### src/rtl/i2s_rx_stream_if.sv
// -----------------------------------------------------------------------------
// i2s_rx_stream_if
// Sample stream between the I2S capture master and the downstream DSP.
//   left, right   : captured stereo pair (two's complement)
//   sample_valid  : left/right hold a frame not yet consumed
//   sample_ready  : consumer accepts the frame when valid && ready
//   mono          : (left+right)/2, present only when I2S_RX_MONO_EN is defined
// master modport = producer (capture block), slave modport = consumer.
// -----------------------------------------------------------------------------
interface i2s_rx_stream_if #(
    parameter int DATA_W = 24
);
    logic [DATA_W-1:0] left;
    logic [DATA_W-1:0] right;
    logic              sample_valid;
    logic              sample_ready;
`ifdef I2S_RX_MONO_EN
    logic [DATA_W-1:0] mono;

    modport master (output left, output right, output sample_valid, output mono,
                    input sample_ready);
    modport slave  (input left, input right, input sample_valid, input mono,
                    output sample_ready);
`else
    modport master (output left, output right, output sample_valid,
                    input sample_ready);
    modport slave  (input left, input right, input sample_valid,
                    output sample_ready);
`endif
endinterface

### src/rtl/i2s_rx_stream.sv
// -----------------------------------------------------------------------------
// i2s_rx_stream
// Stereo I2S / left-justified capture master for ADCs such as the PCM1808.
// All clocks for the ADC are derived from one free-running prescaler in the
// clk domain; din is sampled on the clk edge that raises bck, so nothing is
// clocked by bck itself.
//
// Ports
//   clk          system clock, forwarded unchanged as scki
//   reset        synchronous, active-low
//   en           1 = run bck/lrck and capture, 0 = idle (clocks parked low)
//   din          serial data from the ADC
//   scki         ADC system clock (= clk)
//   bck          bit clock, clk/BCK_DIV
//   lrck         word clock, 0 = left slot, 1 = right slot
//   overrun      sticky flag: a frame completed while the previous one was
//                still unconsumed
//   overrun_clr  clears overrun (a simultaneous new overrun wins)
//   stream       sample stream (left, right, sample_valid, sample_ready[, mono])
//
// Optional feature: define I2S_RX_MONO_EN to add stream.mono, the
// arithmetic mean of left and right, registered together with them.
// -----------------------------------------------------------------------------
module i2s_rx_stream #(
    parameter int DATA_W  = 24,
    parameter int SLOT_W  = 32,
    parameter int BCK_DIV = 4,
    parameter int MODE    = 0
) (
    input  logic                  clk,
    input  logic                  reset,
    input  logic                  en,
    input  logic                  din,
    output logic                  scki,
    output logic                  bck,
    output logic                  lrck,
    output logic                  overrun,
    input  logic                  overrun_clr,
    i2s_rx_stream_if.master       stream
);

    localparam int BW        = $clog2(BCK_DIV);
    localparam int PW        = $clog2(BCK_DIV * 2 * SLOT_W);
    localparam int SW        = PW - 1 - BW;
    // I2S puts the MSB one bck after the lrck edge, left-justified on it.
    localparam int FIRST_IDX = (MODE == 0) ? 1 : 0;
    localparam int LAST_IDX  = FIRST_IDX + DATA_W - 1;
    localparam logic [BW-1:0] STROBE_PH = BW'(BCK_DIV / 2 - 1);

    logic [PW-1:0]     prescaler_reg;
    logic [DATA_W-1:0] lsreg_reg;
    logic [DATA_W-1:0] rsreg_reg;
    logic [DATA_W-1:0] left_reg;
    logic [DATA_W-1:0] right_reg;
    logic              done_reg;
    logic              valid_reg;
    logic              overrun_reg;

    logic [SW-1:0]     bit_idx;
    logic              slot_r;
    logic              strobe;
    logic              capture;
    logic              frame_end;

    always_comb begin
        bit_idx   = prescaler_reg[PW-2:BW];
        slot_r    = prescaler_reg[PW-1];
        strobe    = en && (prescaler_reg[BW-1:0] == STROBE_PH);
        capture   = strobe && (int'(bit_idx) >= FIRST_IDX) && (int'(bit_idx) <= LAST_IDX);
        frame_end = capture && slot_r && (int'(bit_idx) == LAST_IDX);
    end

`ifdef I2S_RX_MONO_EN
    logic [DATA_W-1:0] mono_reg;
    logic [DATA_W:0]   mono_sum;

    // One extra bit holds the full sum; dropping its LSB is the >>>1.
    assign mono_sum = {lsreg_reg[DATA_W-1], lsreg_reg} + {rsreg_reg[DATA_W-1], rsreg_reg};
    assign stream.mono = mono_reg;
`endif

    always_ff @(posedge clk) begin
        if (!reset) begin
            prescaler_reg <= '0;
            lsreg_reg     <= '0;
            rsreg_reg     <= '0;
            left_reg      <= '0;
            right_reg     <= '0;
            done_reg      <= 1'b0;
            valid_reg     <= 1'b0;
            overrun_reg   <= 1'b0;
`ifdef I2S_RX_MONO_EN
            mono_reg      <= '0;
`endif
        end else begin
            // Parking the counter at 0 while idle freezes the ADC clocks and
            // guarantees the next frame starts cleanly at the left slot.
            if (en) begin
                prescaler_reg <= prescaler_reg + PW'(1);
            end else begin
                prescaler_reg <= '0;
            end

            if (!en) begin
                lsreg_reg <= '0;
                rsreg_reg <= '0;
            end else if (capture) begin
                if (slot_r) begin
                    rsreg_reg <= {rsreg_reg[DATA_W-2:0], din};
                end else begin
                    lsreg_reg <= {lsreg_reg[DATA_W-2:0], din};
                end
            end

            // The last right bit lands in rsreg on the frame_end edge, so the
            // output registers are loaded one edge later.
            done_reg <= frame_end;

            if (done_reg) begin
                left_reg  <= lsreg_reg;
                right_reg <= rsreg_reg;
                valid_reg <= 1'b1;
`ifdef I2S_RX_MONO_EN
                mono_reg  <= mono_sum[DATA_W:1];
`endif
            end else if (stream.sample_ready) begin
                valid_reg <= 1'b0;
            end

            if (done_reg && valid_reg && !stream.sample_ready) begin
                overrun_reg <= 1'b1;
            end else if (overrun_clr) begin
                overrun_reg <= 1'b0;
            end
        end
    end

    assign scki                = clk;
    assign bck                 = prescaler_reg[BW-1];
    assign lrck                = prescaler_reg[PW-1];
    assign overrun             = overrun_reg;
    assign stream.left         = left_reg;
    assign stream.right        = right_reg;
    assign stream.sample_valid = valid_reg;

endmodule

### src/flat_wrapper.sv
// flat-port wrapper written by rule: the top's interface ports become plain ports
module i2s_rx_stream_flat 
#(
    parameter int DATA_W  = 24,
    parameter int SLOT_W  = 32,
    parameter int BCK_DIV = 4,
    parameter int MODE    = 0
)
  (clk, reset, en, din, scki, bck, lrck, overrun, overrun_clr, stream_left, stream_right, stream_sample_valid, stream_sample_ready);
  i2s_rx_stream_if #(.DATA_W(DATA_W)) stream_i ();
  input  logic clk;
  input  logic reset;
  input  logic en;
  input  logic din;
  output logic scki;
  output logic bck;
  output logic lrck;
  output logic overrun;
  input  logic overrun_clr;
  output wire logic [$bits(stream_i.left)-1:0] stream_left;
  output wire logic [$bits(stream_i.right)-1:0] stream_right;
  output wire logic [$bits(stream_i.sample_valid)-1:0] stream_sample_valid;
  input wire logic [$bits(stream_i.sample_ready)-1:0] stream_sample_ready;
  assign stream_left = stream_i.left;
  assign stream_right = stream_i.right;
  assign stream_sample_valid = stream_i.sample_valid;
  assign stream_i.sample_ready = stream_sample_ready;
  i2s_rx_stream #(.DATA_W(DATA_W), .SLOT_W(SLOT_W), .BCK_DIV(BCK_DIV), .MODE(MODE)) u_core (.clk(clk), .reset(reset), .en(en), .din(din), .scki(scki), .bck(bck), .lrck(lrck), .overrun(overrun), .overrun_clr(overrun_clr), .stream(stream_i));
endmodule
### config.mk
export PLATFORM = sky130hd
export DESIGN_NAME = i2s_rx_stream_flat
export DESIGN_NICKNAME = d
export VERILOG_FILES = /design/src/rtl/i2s_rx_stream_if.sv /design/src/rtl/i2s_rx_stream.sv /design/src/flat_wrapper.sv
export SDC_FILE = /design/constraint.sdc
export NUM_CORES = 1
export LEC_CHECK = 0
export BUFFER_PORTS_ARGS = -buffer_cell sky130_fd_sc_hd__buf_2
export CAP_MARGIN = 20
export CORE_ASPECT_RATIO = 1.5
export CORE_MARGIN = 5
export CORE_UTILIZATION = 50
export CTS_CLUSTER_DIAMETER = 200
export DETAILED_ROUTE_END_ITERATION = 10
export HOLD_SLACK_MARGIN = 0.02
export PLACE_DENSITY = 0.82
export SLEW_MARGIN = 10
export SYNTH_ARGS = -nofsm -noshare
export SYNTH_HDL_FRONTEND = slang
export SYNTH_SLANG_ARGS = --single-unit
### constraint.sdc
create_clock -name clk -period 1.9 [get_ports clk]
set_input_delay 0.285 -clock clk [delete_from_list [all_inputs] [get_ports clk]]
set_output_delay 0.285 -clock clk [all_outputs]
set_load 0.01 [all_outputs]
; ---- Yosys cells after proc, flatten, opt, wreduce, memory -nomap -nowiden
; Cells that the tools add are included.
[classes]
n_addsub = 1
order_cmp = 2
n_eq_ne = 2
muxes = 4
n_bitwise = 1
reduce_logical = 13
[op_table]
columns = op, count
row1 = "8-bit by 1-bit adder with 8-bit output, second input constant", 1
row2 = 1-bit logical AND, 7
row3 = 2-bit AND reduction, 3
row4 = "5-bit by 4-bit == test with 1-bit output, second input constant", 1
row5 = "5-bit by 1-bit >= comparator with 1-bit output, second input constant", 1
row6 = "5-bit <= comparator, second input constant", 1
row7 = 1-bit 2-to-1 mux, 4
row8 = 2-bit nonzero test, 2
row9 = "2-bit by 1-bit == test with 1-bit output, second input constant", 1
row10 = 1-bit zero test, 1
row11 = 1-bit NOT, 1
[word_totals]
register_bits = 107
input_bits = 6
out_inout_bits = 53

; ---- Longest topological paths before layout
[logic_depth]
depth_word = 6
ltp_mapped = 6
mapped_depth_nobuf = 5

==> results.cfg <==
[run_status]
status = complete, no violations

[setup_path]
critPathLaunchType = flip-flop
path_max_fanout = 24
end_kind = flip-flop
critPathKind = flip-flop to flip-flop
required_ps = 2280
reg2regPathDepth = 4
cp.arrival_ps = 2050

[yosys]
ys_seq_area_share_pct = 53.6
synth_top_area_cell = dfxtp_1
synth-simple-area-share_pct = 15.3
synth_top_area_share_pct = 53.6
synth_top_family_by_area = multiplexers
synthAdderAreaFrac_pct = 0.626
syn_nets = 373
synth_flop_cell = dfxtp_1
synth_area_leaders = dfxtp_1, mux2i_1, nor2b_1
synth_most_common_cell = dfxtp_1
ys_async_sr_fraction_pct = 0
syn_avg_cell_area_sq_um = 11.0
synth_mux_area_share_pct = 24.0
synth_cells = 365
synth_cell_type_count = 27
synth_xor_area_share_pct = 0.657
synth_warnings = 0
synth-seq-cells = 107
synthesis.area_sq_um = 4000
synth_compound_area_share_pct = 2.66
synth_edf_count = 0
yosys-top-cells-count = dfxtp_1, mux2i_1, nand2_1

[run]
cap_violations = 0

[die]
core-area_sq_um = 7910
ios = 59
die_area_sq_um = 9930
die_h_um = 120
die_w_um = 83.0
rows = 40
start_util_pct = 50.6

[sta]
slew_headroom_pct = 65.5
maxSlewViolCount = 0
timing.final.crit_share_pct = 87.8
tightest_slew_ps = 518
final.setup_skew_ps = 4.26
tns_ps = 0
finalHoldViolations = 0
setup_viol = 0
fin_crit_ps = 1670
fin_ws_ps = 231
fmax_mhz = 599
rsz0062_at_grt = false

[power]
total_power_uw = 4530
p_switching_uw = 858
power_frac_seq_pct = 49.7
p_per_area_nw_per_um2 = 946
intPower_uw = 3670
p_leak_uw = 0.00170
power_frac_clock_pct = 48.9
pwr-share-comb_pct = 1.5
p_sw_share_pct = 19.0
ir_worst_vdd_mv = 0.770

[global_routing]
grt_pass1_wl_um = 12200
antenna_found_initial = 0
grt_max_degree = 50
grt-ovfl-total = 0
track_usage_pct = 15.6
grt_pass1_vias = 2725

[clocking]
cts_setup_buffers = 0
cts_tree = built
insertion_delay_ps = 450
clk_pin_slew_ps = 60
postCtsHoldBufs = 0
cts_resized = 0

[routing]
wirelength_um = 7250
postRouteAntennaNets = 0
vias = 2641
post_drt_wl_per_cell_um = 13.6
drtPass1Iterations = 4
dr.first_iter.drc_count = 129
drc = 0
via_per_inst = 4.97

[place]
port_buffers = 58
post-place-ws_ps = 245
routabilityCongestion = 0.726
dp.cells = 514
dp_hpwl_um = 4940

[hold_path]
worstHoldPathType = input port to flip-flop
hold_path_depth = 3

[final_layout]
fillCellCount = 676
finalNonFillerCells = 531
antenna_cells_inserted = 0
area_delta_synth_final_pct = 19.5
layout-drive-gt1-share_pct = 20.7
final_net_count = 431
==> layout make-up <==
cell class              instances  area [sq um]  area share [%]
flip-flops and latches        107          2140            44.8
multi-input cells             235          1740            36.4
repair buffers                 65           383            8.01
clock buffers                  16           347            7.25
well taps                     105           131            2.75
clock inverters                 2          35.0           0.733
inverters                       1          3.75          0.0785
==> kinds of logic (layout without fill, tap and decap cells) <==
kind of cell | Yosys count | after routing
DFF | 107 | 107
and+or+nand+nor | 123 | 123
xor gates and xnor gates | 3 | 3
AOI/OAI and AO/OA | 11 | 11
muxes | 96 | 96
adders and majority gates | 2 | 2
buffers and inverters | 23 | 84
==> power groups by stage <==
stage                     Sequential, uW  Clock, uW  Combinational [uW]
after global routing                2250       2360                74.4
after floorplan                     2300       43.4                44.9
after detailed placement            2300       31.8                67.7
final                               2250       2210                67.1
after CTS                           2250       2270                68.1
after global placement              2300       31.8                66.7
==> placed cells by master, fill, tap and decap left out, drive strengths merged, types with 2 or more instances in the layout <==
cell    Yosys  final
dfxtp     107    107
mux2i      96     96
buf        14     66
nand2      54     54
nor2b      51     51
clkbuf      7     15
nor2        7      7
nand3       5      5
a21oi       4      4
o21ai       2      2
or3         2      2
xor2        2      2
ha          2      2
and2        2      2
==> worst paths after layout <==
kind / start / to / slack, ps
max: u_core.prescaler_reg[2]$_SDFF_PN0_ / u_core.lsreg_reg[16]$_SDFFE_PN0P_ / 230
min: din / u_core.lsreg_reg[0]$_SDFFE_PN0P_ / 140
max reg2reg: u_core.prescaler_reg[2]$_SDFF_PN0_ / u_core.lsreg_reg[16]$_SDFFE_PN0P_ / 230
min reg2reg: u_core.rsreg_reg[23]$_SDFFE_PN0P_ / u_core.rsreg_reg[23]$_SDFFE_PN0P_ / 470
==> critical path: stages (launching register included) <==
cell       delay [ps]
dfxtp_1           370
o311a_4           420
a2111oi_4         340
buf_12            250
mux2i_1           210
==> per-layer routing <==
metal | global-route usage [%] | wire length, um | vias to the layer above
met4 | 9.00 | 223 | 0
met5 | 0 | 0 | -
met2 | 26.2 | 3500 | 52
met3 | 6.18 | 373 | 18
li1 | - | - | 1342
met1 | 16.4 | 3140 | 1229
==> metrics by stage <==
stage | area (sq um) | utilization, % | hold slack, ps
floorplan | 4000 | - | 377
global placement | 4400 | 55.7 | 386
detailed placement | 4400 | 55.7 | 386
CTS | 4780 | 60.5 | 142
global route | 4780 | 60.5 | 141
finish | 4780 | 60.5 | 144
No activity file was read; power rests on OpenSTA's default activity.
